--- src/rtl/rob_exception_controller.sv ---
// rob_exception_controller: sequences ROB-head exceptions, IRET and MOVRM into privileged writes, nuke and redirect (optional ROB_EXC_CAUSE_SAVE_EN adds an rm2 cause save)
module rob_exception_controller #(
   parameter logic [31:0] HANDLER_PC       = 32'h0000_2000,
   parameter int unsigned RM_IDX_W         = 3,
   parameter logic [2:0]  INSTR_TYPE_IRET  = 3'd4,
   parameter logic [2:0]  INSTR_TYPE_MOVRM = 3'd5
) (
   input  logic                clk,
   input  logic                reset,
   input  logic                in_head_valid,
   input  logic                in_head_complete,
   input  logic [2:0]          in_head_exception,
   input  logic [2:0]          in_head_instr_type,
   input  logic [31:0]         in_head_PC,
   input  logic [31:0]         in_head_miss_addr,
   input  logic [4:0]          in_head_rd,
   input  logic [31:0]         in_head_value,
   input  logic                in_stall,
   input  logic [31:0]         in_rm0_value,
   input  logic                in_redirect_ready,
   output logic                out_hold,
   output logic                out_head_retire,
   output logic                out_priv_write_enable,
   output logic [RM_IDX_W-1:0] out_priv_rm_idx,
   output logic [31:0]         out_priv_write_data,
   output logic                out_rob_nuke,
   output logic                out_redirect_valid,
   output logic [31:0]         out_redirect_pc,
   output logic                out_busy
);
   typedef enum logic [3:0] {
      IDLE, SAVE_PC, SAVE_ADDR,
`ifdef ROB_EXC_CAUSE_SAVE_EN
      SAVE_CAUSE,
`endif
      SET_PRIV, SET_USER, FLUSH, REDIRECT, MOVRM
   } state_t;

   state_t              state_q, state_d;
   logic [31:0]         pc_q, pc_d, addr_q, addr_d, value_q, value_d, rm0_q, rm0_d;
   logic [2:0]          exc_q, exc_d;
   logic [RM_IDX_W-1:0] rd_q, rd_d;
   logic                iret_q, iret_d;
   logic                is_exc, is_iret, is_movrm, trigger, unused_bits;

   assign is_exc      = in_head_exception != 3'd0;
   assign is_iret     = in_head_instr_type == INSTR_TYPE_IRET;
   assign is_movrm    = in_head_instr_type == INSTR_TYPE_MOVRM;
   assign trigger     = reset && state_q == IDLE && in_head_valid && in_head_complete && !in_stall
                        && (is_exc || is_iret || is_movrm);
   assign unused_bits = ^{in_head_rd, exc_q};
   assign out_busy    = state_q != IDLE;
   assign out_hold    = out_busy || trigger;

   // Next state; head operands are captured only in the trigger cycle and ignored afterwards
   always_comb begin
      state_d = state_q;
      pc_d    = pc_q;
      addr_d  = addr_q;
      value_d = value_q;
      rm0_d   = rm0_q;
      exc_d   = exc_q;
      rd_d    = rd_q;
      iret_d  = iret_q;
      if (trigger) begin
         pc_d    = in_head_PC;
         addr_d  = in_head_miss_addr;
         value_d = in_head_value;
         rm0_d   = in_rm0_value;
         exc_d   = in_head_exception;
         rd_d    = in_head_rd[RM_IDX_W-1:0];
         iret_d  = !is_exc && is_iret;
      end
      case (state_q)
         IDLE:       state_d = !trigger ? IDLE : is_exc ? SAVE_PC : is_iret ? SET_USER : MOVRM;
         SAVE_PC:    state_d = SAVE_ADDR;
`ifdef ROB_EXC_CAUSE_SAVE_EN
         SAVE_ADDR:  state_d = SAVE_CAUSE;
         SAVE_CAUSE: state_d = SET_PRIV;
`else
         SAVE_ADDR:  state_d = SET_PRIV;
`endif
         SET_PRIV:   state_d = FLUSH;
         SET_USER:   state_d = FLUSH;
         FLUSH:      state_d = REDIRECT;
         REDIRECT:   state_d = in_redirect_ready ? IDLE : REDIRECT;
         MOVRM:      state_d = IDLE;
         default:    state_d = IDLE;
      endcase
   end

   // State and latched head operands; active-low reset aborts any sequence in progress
   always_ff @(posedge clk) begin
      if (!reset) begin
         state_q <= IDLE;
         pc_q    <= '0;
         addr_q  <= '0;
         value_q <= '0;
         rm0_q   <= '0;
         exc_q   <= '0;
         rd_q    <= '0;
         iret_q  <= 1'b0;
      end else begin
         state_q <= state_d;
         pc_q    <= pc_d;
         addr_q  <= addr_d;
         value_q <= value_d;
         rm0_q   <= rm0_d;
         exc_q   <= exc_d;
         rd_q    <= rd_d;
         iret_q  <= iret_d;
      end
   end

   // Outputs decoded from the registered state; write data is forced to zero when not writing
   always_comb begin
      out_head_retire       = 1'b0;
      out_priv_write_enable = 1'b0;
      out_priv_rm_idx       = '0;
      out_priv_write_data   = '0;
      out_rob_nuke          = 1'b0;
      out_redirect_valid    = 1'b0;
      out_redirect_pc       = '0;
      case (state_q)
         SAVE_PC: begin
            out_priv_write_enable = 1'b1;
            out_priv_write_data   = pc_q;
         end
         SAVE_ADDR: begin
            out_priv_write_enable = 1'b1;
            out_priv_rm_idx       = RM_IDX_W'(1);
            out_priv_write_data   = addr_q;
         end
`ifdef ROB_EXC_CAUSE_SAVE_EN
         SAVE_CAUSE: begin
            out_priv_write_enable = 1'b1;
            out_priv_rm_idx       = RM_IDX_W'(2);
            out_priv_write_data   = {29'b0, exc_q};
         end
`endif
         SET_PRIV: begin
            out_priv_write_enable = 1'b1;
            out_priv_rm_idx       = RM_IDX_W'(4);
            out_priv_write_data   = 32'h1;
         end
         SET_USER: begin
            out_priv_write_enable = 1'b1;
            out_priv_rm_idx       = RM_IDX_W'(4);
         end
         FLUSH:    out_rob_nuke = 1'b1;
         REDIRECT: begin
            out_redirect_valid = 1'b1;
            out_redirect_pc    = iret_q ? rm0_q : HANDLER_PC;
         end
         MOVRM: begin
            out_head_retire       = 1'b1;
            out_priv_write_enable = 1'b1;
            out_priv_rm_idx       = rd_q;
            out_priv_write_data   = value_q;
         end
         default: out_head_retire = 1'b0;
      endcase
   end
endmodule
--- config.mk ---
export PLATFORM = sky130hd
export DESIGN_NAME = rob_exception_controller
export DESIGN_NICKNAME = d
export VERILOG_FILES = /design/src/rtl/rob_exception_controller.sv
export SDC_FILE = /design/constraint.sdc
export NUM_CORES = 1
export LEC_CHECK = 0
export ABC_AREA = 0
export CAP_MARGIN = 20
export CORE_UTILIZATION = 33
export DETAILED_ROUTE_END_ITERATION = 7
export DONT_BUFFER_PORTS = 1
export PLACE_DENSITY = 0.58
export SLEW_MARGIN = 20
export SYNTH_ARGS = -nofsm -noshare
export SYNTH_HDL_FRONTEND = slang
export SYNTH_SLANG_ARGS = --single-unit
--- constraint.sdc ---
create_clock -name clk -period 2.7 [get_ports clk]
set_input_delay 0.27 -clock clk [delete_from_list [all_inputs] [get_ports clk]]
set_output_delay 0.27 -clock clk [all_outputs]
set_load 0.1 [all_outputs]
==> impl_results.md <==
* Crit path max-delay family: simple AND/OR/NAND/NOR gates
* Worst-skew pair later-pin latency at 0.42 ns
* Largest net degree at the start of global routing at 197
* Period minus WS final at 2.54 ns
* Clock skew at 0.00642 ns
* Post-DP HPWL at 12.3 mm
* Final hold viol count at 0
* WHS Endpoint: addr_q[29]$_SDFFE_PN0N_
* Vias per cell at 4.86
* PD cells at 502 mW/mm²
* Detailed Routing Iterations Pass 1 at 5
* DRC at 0
* Clock Sinks at 135
* Status: complete, no violations
* Worst setup margin at 0.161 ns
* Crit Reg-Reg Endpoint: rm0_q[6]$_SDFFE_PN0N_
* FF-to-FF Start: state_q[0]$_SDFF_PN0_
* Via count at 5662
* Cell mode on critical path: buf_12
* Synth Register Bits at 135
* IO Pins at 218
* Slew Limit Fails at 0
* Number of enable flip-flop cells after synthesis at 0
* CTS tree: built
* Nets@finish at 1062
* Layout cells sized above 1 at 17.5%
* Commonest non-fill, non-tap cell in the layout: nand2_1
* Clock-pin slew on the worst setup and hold paths at 0.06 ns
* Bufs and invs on worst path at 2
* Synthesized area at 0.00630 mm²
* Fmax at 394 MHz
* Yosys top cell area share at 42.9%
* Max_cap viols at 0
* Reg2Reg Depth at 6
* Total power at 0.00503 W
* Syn_nets at 877
* CP Class: register to output pin
* Layout Utilization at 53.5%
* GP Congestion at 0.739
* DIE AREA at 0.0197 mm²
* Post-place setup slack at 0.485 ns
* Htree depth at 4
* Maximum fanout along the worst path at 23
* Overall Global Routing Usage at 20.3%
* Die Y at 140 µm
* CP Cell Sequence: nor2b_1, and2_4, buf_12, o2bb2ai_2, buf_12
* Max-slew headroom at 43.1%
* Placed Instances at 997
* Crit. End Element: output pin
* First-pass GRT wire length at 30.8 mm
* Worst Min Path Start: in_head_miss_addr[29]
* Critical Path Start: state_q[1]$_SDFF_PN0_
* Mean post-synth cell area at 8.61 µm²
* RSZ-0062 raised after global routing: no
* Critical Path Slowest Stage Cell: dfxtp_1
* WP data arrival at 2.27 ns
* Gr ovfl total at 0
* Final cell count without fillers at 1164
* Critical path's largest stage delay at 0.54 ns
* Nature of the critical path startpoint: register
* Final worst path period share at 94.0%
* Iter 0 DRT Violations at 204
* Die X at 140 µm
* Final wirelength at 19.6 mm
* Asr flop ratio synth at 0%
* CTS Buffer Depth at 2
* Hold Path Class: primary input to register
* Area grow syn2layout at 58.8%
* Initial Util at 33.7%
* DR WL/cell at 16.8 µm
* Final hold slack at 0.0123 ns
* CTS Buf Count at 17
* Final-report setup violation count at 0
* Crit path required time at 2.43 ns
* Post-synth top flop: dfxtp_1
* FF-to-FF setup slack at 0.37 ns
* Worst VDD drop at 0.000441 V
* Cell count after synthesis at 732
* # rows at 50
* Core box area at 0.0187 mm²
* Inserted Diodes at 0
* Post-DRT Antenna Nets at 0
* Yosys warning count at 0
* Sequential area share after synthesis at 42.9%
* Slew at the pin closest to its max-slew limit at 0.852 ns
* Initial antenna violation count at 0
* Vias in the first global route at 5910
* Port Buffers at 0
* Most frequent cells in the layout: nand2_1 (202), dfxtp_1 (135), dlygate4sd3_1 (135)
* Pleak at 4.39 nW
* Largest area contributor in the netlist: dfxtp_1
* Hold depth at 2
* Yosys cell types at 32
* Ranking of synthesized cells by area: dfxtp_1 (43%), mux2i_1 (21%), nand2_1 (12%)
* CTS Root Cell: clkbuf_16
state kept, by name (all words and copies together), names as in the netlist:
register	count
value_q	32
pc_q	32
rd_q	3
state_q	3
addr_q	32
iret_q	1
rm0_q	32
cells in the mapped netlist, drive strengths merged (3+ instances only):
| master | count |
|---|---|
| buf | 18 |
| o2bb2ai | 31 |
| dfxtp | 135 |
| clkbuf | 39 |
| a21oi | 3 |
| a22oi | 33 |
| nor2 | 3 |
| mux2i | 132 |
| inv | 69 |
| and2 | 36 |
| nand2 | 202 |
| o21ai | 5 |
| nor2b | 5 |
| nand3 | 3 |
cell families after synthesis:
kind of cell	Yosys count	synth area share, %
mux	132	21.0
buf+inv	127	8.57
compound gates	79	9.83
simple gates	259	17.8
flops	135	42.9
per-layer routing:
metal / track usage [%] / wire [µm] / vias to the layer above / share of wire, %
met2: 36.0 / 9800 / 207 / 50
met5: 0 / 0 / - / 0
met1: 22.2 / 8100 / 2662 / 41
met4: 8.21 / 367 / 0 / 1.9
li1: - / - / 2768 / -
met3: 7.01 / 1320 / 25 / 6.7
where the power goes:
part	internal [W]	leakage, nW	switching [W]
logic	0.000267	3.00	0.000317
clock network	0.00145	0.295	0.000900
registers	0.00205	1.09	0.0000400
stage by stage:
| stage | TNS, ns | cell area, µm² |
|---|---|---|
| after floorplan | -1.02 | 6490 |
| after global placement | 0 | 8060 |
| after detailed placement | 0 | 8060 |
| after CTS | 0 | 10000 |
| final | 0 | 10000 |
| after global routing | 0 | 10000 |
cell type report:
type,instances,area (µm²)
inverters,70,263
multi-input cells,470,3290
well taps,234,293
fillers,1631,8700
flip-flops and latches,135,2700
clock buffers,19,433
clock inverters,13,155
repair buffers,223,2870
repair_timing:
action,CTS,global route
hold buffers,135,0
resized for setup,0,4
buffers inserted,0,0
endpoints found under the setup margin,0,54
endpoints found under the hold margin,118,0
how the worst max path moves through the flow:
stage | end | slack, ns | cells after the start
floorplan | out_redirect_pc[13] | -0.57 | 4
global placement | out_redirect_pc[11] | 0.50 | 6
detailed placement | out_redirect_pc[0] | 0.48 | 6
CTS | out_priv_write_data[7] | 0.03 | 5
global route | out_priv_write_data[7] | 0.04 | 5
finish | out_priv_write_data[16] | 0.16 | 5
Power figures use the tool's default switching activity.
